File: config.mk
export PLATFORM = sky130hd
export DESIGN_NAME = and_gate_event_counter
export DESIGN_NICKNAME = d
export VERILOG_FILES = /design/src/rtl/and_gate_event_counter.sv
export SDC_FILE = /design/constraint.sdc
export NUM_CORES = 1
export LEC_CHECK = 0
export ABC_AREA = 1
export CAP_MARGIN = 25
export CORE_MARGIN = 3
export CORE_UTILIZATION = 43
export DETAILED_ROUTE_END_ITERATION = 8
export GPL_TIMING_DRIVEN = 1
export PLACE_DENSITY = 0.83
export SKIP_CTS_REPAIR_TIMING = 1
export SLEW_MARGIN = 20
export SYNTH_ARGS = -nofsm -noshare
export SYNTH_HDL_FRONTEND = slang
export SYNTH_SLANG_ARGS = --single-unit
File: constraint.sdc
create_clock -name clk -period 3.62 [get_ports clk]
set_clock_uncertainty 0.1 [all_clocks]
set_input_delay 0.724 -clock clk [delete_from_list [all_inputs] [get_ports clk]]
set_output_delay 0.724 -clock clk [all_outputs]
set_load 0.005 [all_outputs]
File: src/rtl/and_gate_event_counter.sv
// and_gate_event_counter
//   Samples gate inputs A and B, synchronizes them, debounces their AND and
//   counts qualified rising events of the debounced level.
//
// Ports:
//   clk      tile clock
//   rst_n    asynchronous active-low reset
//   ena      tile enable; low discards rising events (sync/debounce keep running)
//   ui_in    [0] input A, [1] input B, [2] clear, [7:3] unused
//   uo_out   event count
//   uio_in   unused
//   uio_out  [0] debounced AND level, [1] sticky overflow, [7:2] zero
//   uio_oe   constant 8'h03
module and_gate_event_counter #(
  parameter int SYNC_STAGES     = 2,
  parameter int DEBOUNCE_CYCLES = 4,
  parameter int COUNT_WIDTH     = 8
) (
  input  logic       clk,
  input  logic       rst_n,
  input  logic       ena,
  input  logic [7:0] ui_in,
  output logic [7:0] uo_out,
  input  logic [7:0] uio_in,
  output logic [7:0] uio_out,
  output logic [7:0] uio_oe
);

  // A single debounce cycle still needs a 1-bit counter to stay well-formed.
  localparam int DCNT_W = (DEBOUNCE_CYCLES > 1) ? $clog2(DEBOUNCE_CYCLES) : 1;
  localparam logic [DCNT_W-1:0]      DCNT_MAX  = DCNT_W'(DEBOUNCE_CYCLES - 1);
  localparam logic [COUNT_WIDTH-1:0] COUNT_MAX = {COUNT_WIDTH{1'b1}};

  logic [SYNC_STAGES-1:0] sync_a_q, sync_b_q, sync_c_q;
  logic                   db_q, db_d;
  logic [DCNT_W-1:0]      dcnt_q, dcnt_d;
  logic [COUNT_WIDTH-1:0] count_q, count_d;
  logic                   ovf_q, ovf_d;

  logic s_s;
  logic clr_s;
  logic rise_s;
  logic unused_s;

  assign s_s   = sync_a_q[SYNC_STAGES-1] & sync_b_q[SYNC_STAGES-1];
  assign clr_s = sync_c_q[SYNC_STAGES-1];

  // db is about to go 0->1 on this edge.
  assign rise_s = s_s & ~db_q & (dcnt_q == DCNT_MAX);

  // Input synchronizer chains for A, B and clear.
  always_ff @(posedge clk or negedge rst_n) begin
    if (!rst_n) begin
      sync_a_q <= '0;
      sync_b_q <= '0;
      sync_c_q <= '0;
    end else begin
      sync_a_q <= {sync_a_q[SYNC_STAGES-2:0], ui_in[0]};
      sync_b_q <= {sync_b_q[SYNC_STAGES-2:0], ui_in[1]};
      sync_c_q <= {sync_c_q[SYNC_STAGES-2:0], ui_in[2]};
    end
  end

  // Debounce next state: a changed level is accepted only after it persists.
  always_comb begin
    db_d   = db_q;
    dcnt_d = dcnt_q;
    if (s_s == db_q) begin
      dcnt_d = '0;
    end else if (dcnt_q == DCNT_MAX) begin
      db_d   = s_s;
      dcnt_d = '0;
    end else begin
      dcnt_d = dcnt_q + DCNT_W'(1);
    end
  end

  // Counter next state: clear wins over a simultaneous qualified rise.
  always_comb begin
    count_d = count_q;
    ovf_d   = ovf_q;
    if (clr_s) begin
      count_d = '0;
      ovf_d   = 1'b0;
    end else if (rise_s && ena) begin
      count_d = count_q + COUNT_WIDTH'(1);
      if (count_q == COUNT_MAX) begin
        ovf_d = 1'b1;
      end else begin
        ovf_d = ovf_q;
      end
    end else begin
      count_d = count_q;
      ovf_d   = ovf_q;
    end
  end

  // Debounce and counter state registers.
  always_ff @(posedge clk or negedge rst_n) begin
    if (!rst_n) begin
      db_q    <= 1'b0;
      dcnt_q  <= '0;
      count_q <= '0;
      ovf_q   <= 1'b0;
    end else begin
      db_q    <= db_d;
      dcnt_q  <= dcnt_d;
      count_q <= count_d;
      ovf_q   <= ovf_d;
    end
  end

  assign uo_out  = count_q;
  assign uio_out = {6'b00_0000, ovf_q, db_q};
  assign uio_oe  = 8'h03;

  // Inputs with no function in this tile.
  assign unused_s = &{1'b0, ui_in[7:3], uio_in};

endmodule
==> results.toml, run 1 <==
[status]
outcome = "complete, no violations"

[worst_setup_path]
path_buf_inv = 1
required_ns = 2.80
cp_slowest_cell = "clkdlybuf4s50_1"
cp-startpoint = "uo_out[5]"
cp_slowest_stage_delay_ns = 0.53
cp_cell_sequence = "clkdlybuf4s50_1"
crit_arrival_ns = 1.28
critPathMaxFanout = 6
path_class = "reg2out"
crit_path_end_kind = "primary output"
rr_startpoint = "db_q"
r2r_slack_ns = 2.29
path_delay_family = "buffers and inverters"
startpoint_type = "flop"

[sta]
finalHoldViolCount = 0
final.setup.worst_slack_ns = 1.516
fmax_mhz = 475.4
slew_viol_final = 0
maxSlewHeadroom_pct = 47.98
period_minus_slack_ns = 2.104
grt_setup_unrepaired = "false"
finalSetupViolCount = 0
tns_ns = 0
worst_slew_pin_slew_ns = 0.7779
timing.final.crit_share_pct = 58.11

[cts]
cts_buffers = 3
cts_tree = "yes"
clockBufferDepth = 2
htreeDepth = 1
cts-root-buf = "clkbuf_4"
clock-sinks = 18
clock_latency_ns = 0.30
cts.reportedPaths.clkPinSlew_ns = 0.11

[yosys]
synth_seq_cells = 18
synth_area_leaders = "dfrtp_1 (49%), buf_4 (13%), nand2_1 (6.5%), inv_1 (5.3%), ha_1 (4.0%)"
synth_area_per_cell_um2 = 8.927
ys_warn_count = 0
netlist_instances = 104
yosysSeqAreaShare_pct = 48.52
synth_area_um2 = 928.4
synth_top_area_share_pct = 48.52
yosys.area.top_type = "dfrtp_1"
ys_types = 20

[final_layout]
nFillCells = 180
regArea_um2 = 450.4
stdcell_area_um2 = 1074
area_growth_pct = 15.63
diodes = 0
fin_util_pct = 53.63
final_nets = 142
drive_above_1_share_pct = 10.92
multi_input_area_um2 = 350.3

[global_routing]
grt_pass1_vias = 606
grt_pass1_wl_mm = 2.573
grt_max_degree = 19
grt_remaining_overflow = 0
grtUsageTotal_pct = 12.94
antenna_found_initial = 0

[routing]
routed_wl_mm = 1.569
vias_per_cell = 4.699
dr_total_vias = 686
wire_per_inst_um = 10.75
first_iter_violations = 23
drc_errors = 0
first_pass_iters = 4
drtAntennaViolNets = 0

[floorplanning]
fp.coreArea_um2 = 2002
ios = 43
die_x_um = 52.47
rows = 16
die_y_um = 52.47
die_area_um2 = 2753
start_util_pct = 46.37

[pwr]
power_leakage_nw = 0.4894
power_density_nw_per_um2 = 334.8
ir_worst_vdd_mv = 0.2704
total_power_mw = 0.3594

[placement]
placed_cell_area_um2 = 1037
port_buffers = 15
place_ws_ns = 1.670
dpl.hpwl_mm = 1.173
place_congestion = 0.7991

[worst_hold_path]
hold_path_startpoint = "sync_b_q[0]"
hold_class = "reg2reg"

[job]
maxCapViolCount = 0
## power by group
part	leakage, nW	switching (mW)	internal [mW]
registers	0.236	0.00297	0.207
clock network	0.0210	0.0616	0.0613
logic	0.232	0.0158	0.0103
total	0.489	0.0804	0.279
## worst paths after layout
path,to,cells after the start
hold / removal,sync_b_q[1],0
min in group asynchronous,uo_out[0],1
setup / recovery,uo_out[5],1
max in group asynchronous,db_q,1
setup reg to reg,uo_out[6],8
hold reg to reg,sync_b_q[1],0
## per-stage QoR
step | hold slack (ns) | instances
after floorplan | 0.2312 | 116
after global placement | 0.2339 | 142
after detailed placement | 0.2378 | 142
after CTS | 0.2609 | 146
after global routing | 0.2756 | 146
final | 0.2570 | 146
## routing by layer
metal	routed length [um]	up-vias	share of wire (%)	global-route usage (%)
met3	132	6	8.4	2.849
met1	684	314	44	17.30
met2	708	41	45	18.80
met5	0	-	0	0
met4	43	0	2.7	8.085
li1	-	325	-	-
## final cells by class
class,instances,area share [%]
inverters,14,4.895
flip-flops and latches,18,41.96
well taps,27,3.147
clock buffers,4,3.380
multi-input cells,68,32.63
repair buffers,15,13.99
## cell usage after synthesis
master and number:
buf_4 16, o21ai_0 4, ha_1 3, nand2_1 16, nor2_1 7, nand4_1 1
nand3_4 1, a21oi_1 5, nand3_1 5, inv_2 1, inv_1 13, nor3b_1 1
o21ai_1 1, dfrtp_1 18, nand3b_1 2, nand2_2 1, conb_1 2, nor3_1 1
nand3_2 1, nor2_2 5
## layout by cell type, fill, tap and decap left out, types with 4 or more instances in the layout
cell	count
nor2_2	5
dfrtp_1	18
inv_1	13
nand3_1	5
a21oi_1	5
clkdlybuf4s50_1	15
conb_1	14
o21ai_0	4
nand2_1	16
nor2_1	7
## registers in the layout, indices dropped and copies added, names as in the netlist
name and count:
db_q 1, dcnt_q 2, ovf_q 1, sync_a_q 2, sync_b_q 2, sync_c_q 2, uo_out 8
## kinds of logic (layout without fill, tap and decap cells)
family                   after synthesis  count (layout)  synth area share, %
AO/OA/AOI/OAI                         10              10                5.390
adder cells (fa/ha/maj)                3               3                4.044
buffers and inverters                 30              33                18.60
flip-flops                            18              18                48.52
other                                  2              14               0.8089
AND/OR/NAND/NOR                       41              41                22.64
No activity file was read; power rests on OpenSTA's default activity.
==> inputs of run 2 (changes only) <==
Settings changed: CORE_UTILIZATION 43 to 40, PLACE_DENSITY 0.83 to 0.78.
Clock period 3.62 ns to 2 ns, I/O delays scaled along.
==> results.toml, run 2 (synthesis gave the netlist of run 1 again) <==
[pwr]
power_density_nw_per_um2 = 599.5
ir_worst_vdd_mv = 0.4197
p_sw_mw = 0.1421
p_comb_share_pct = 7.6
switching_share_pct = 21.92
seqPwrFrac_pct = 58.7
pwr-share-clk_pct = 33.7
power_leakage_nw = 0.4942
p_int_mw = 0.5060

[sta]
fmax_mhz = 555.3
finalSetupViolCount = 0
slew_viol_final = 0
timing.final.crit_share_pct = 90.05
finalHoldViolCount = 0
period_minus_slack_ns = 1.801
tns_ns = 0
final.setup.worst_slack_ns = 0.1991
grt_setup_unrepaired = "false"

[global_routing]
grt_remaining_overflow = 0
grt_max_degree = 19
grt_pass1_wl_mm = 2.835
grt_pass1_vias = 685
grtUsageTotal_pct = 13.33
antenna_found_initial = 0

[cts]
clock-sinks = 18
clock_latency_ns = 0.29
cts_tree = "yes"
clockBufferDepth = 2
htreeDepth = 1
cts_buffers = 3
cts-root-buf = "clkbuf_4"
cts.reportedPaths.clkPinSlew_ns = 0.11

[final_layout]
final_nets = 143
final_common_cell = "dfrtp_1"
largest_reg_flops = 8
nFillCells = 196
drive_above_1_share_pct = 11.67
diodes = 0
layout_common_cells = "dfrtp_1 (18), nand2_1 (16), clkdlybuf4s50_1 (15)"
area_growth_pct = 16.44

[routing]
dr_total_vias = 669
first_pass_iters = 4
routed_wl_mm = 1.539
drtAntennaViolNets = 0
vias_per_cell = 4.551
drc_errors = 0
first_iter_violations = 10
wire_per_inst_um = 10.47

[worst_setup_path]
rr_worst_depth = 7
required_ns = 1.50
cp-startpoint = "uo_out[3]"
worstSetupEndpoint = "uo_out[3]"
path_delay_family = "buffers and inverters"
crit_arrival_ns = 1.30
path_buf_inv = 1
r2r_slack_ns = 0.65
crit_path_end_kind = "primary output"
critPathMaxFanout = 5
startpoint_type = "flop"
r2r-end = "uo_out[5]"
rr_startpoint = "db_q"
cp_slowest_stage_delay_ns = 0.56
cp_slowest_cell = "clkdlybuf4s50_1"
cp.depth = 1
cp_cell_sequence = "clkdlybuf4s50_1"
path_class = "reg2out"

[placement]
dpl.hpwl_mm = 1.168
port_buffers = 15
place_ws_ns = 0.3689
place_congestion = 0.8076

[floorplanning]
start_util_pct = 44.59
ios = 43
die_area_um2 = 2935
die_y_um = 54.18
die_x_um = 54.18
rows = 16
fp.coreArea_um2 = 2082

[worst_hold_path]
hold_class = "reg2reg"
min_delay_path_depth = 0

[job]
maxCapViolCount = 0

[status]
outcome = "complete, no violations"
-- run 2: per-layer routing --
| layer | up-vias | wire length [um] | track usage, % |
|---|---|---|---|
| li1 | 329 | - | - |
| met1 | 308 | 680 | 16.90 |
| met2 | 30 | 704 | 20.92 |
| met3 | 2 | 141 | 3.601 |
| met4 | 0 | 12 | 6.224 |
| met5 | - | 0 | 0 |
-- run 2: metrics by stage --
| stage | power [mW] | hold WS, ns | instances | util, % | area [um2] |
|---|---|---|---|---|---|
| CTS | 0.6558 | 0.2614 | 147 | 51.92 | 1081 |
| global route | 0.6832 | 0.2768 | 147 | 51.92 | 1081 |
| floorplan | 0.4318 | 0.004409 | 116 | - | 973.4 |
| detailed placement | 0.4375 | 0.2379 | 143 | 50.18 | 1045 |
| global placement | 0.4340 | 0.2323 | 143 | 50.18 | 1045 |
| finish | 0.6480 | 0.2576 | 147 | 51.92 | 1081 |
-- run 2: how the worst min path moves through the flow --
| stage | start | to | slack [ns] |
|---|---|---|---|
| 5_1_grt | sync_b_q[0] | sync_b_q[1] | 0.28 |
| 3_3_place_gp | sync_b_q[0] | sync_b_q[1] | 0.23 |
| 3_5_place_dp | sync_b_q[0] | sync_b_q[1] | 0.24 |
| 4_1_cts | sync_b_q[0] | sync_b_q[1] | 0.26 |
| 2_1_floorplan | rst_n | db_q | 0.004 |
| 6_report | sync_b_q[0] | sync_b_q[1] | 0.26 |
-- run 2: layout make-up --
cell class | instances | area (um2) | area share (%)
sequential | 18 | 450.4 | 41.67
multi-input combinational | 68 | 350.3 | 32.41
timing repair buffer | 16 | 157.7 | 14.58
inverter | 14 | 52.55 | 4.861
clock buffer | 4 | 36.28 | 3.356
tap | 27 | 33.78 | 3.125
-- run 2: power by group through the flow --
stage | clock (mW) | combinational, mW | sequential, mW
after floorplan | 0 | 0.0455 | 0.386
after global placement | 0 | 0.0472 | 0.387
after detailed placement | 0 | 0.0496 | 0.388
after CTS | 0.225 | 0.0498 | 0.381
after global routing | 0.243 | 0.0587 | 0.382
final | 0.218 | 0.0490 | 0.381
-- run 2: worst reg2reg max path: stages (launching register included) --
cell,delay (ns)
dfrtp_1,0.38
inv_1,0.07
ha_1,0.19
nand3_4,0.13
nor2_2,0.19
nand3_1,0.09
nand2_1,0.07
nor2_1,0.04
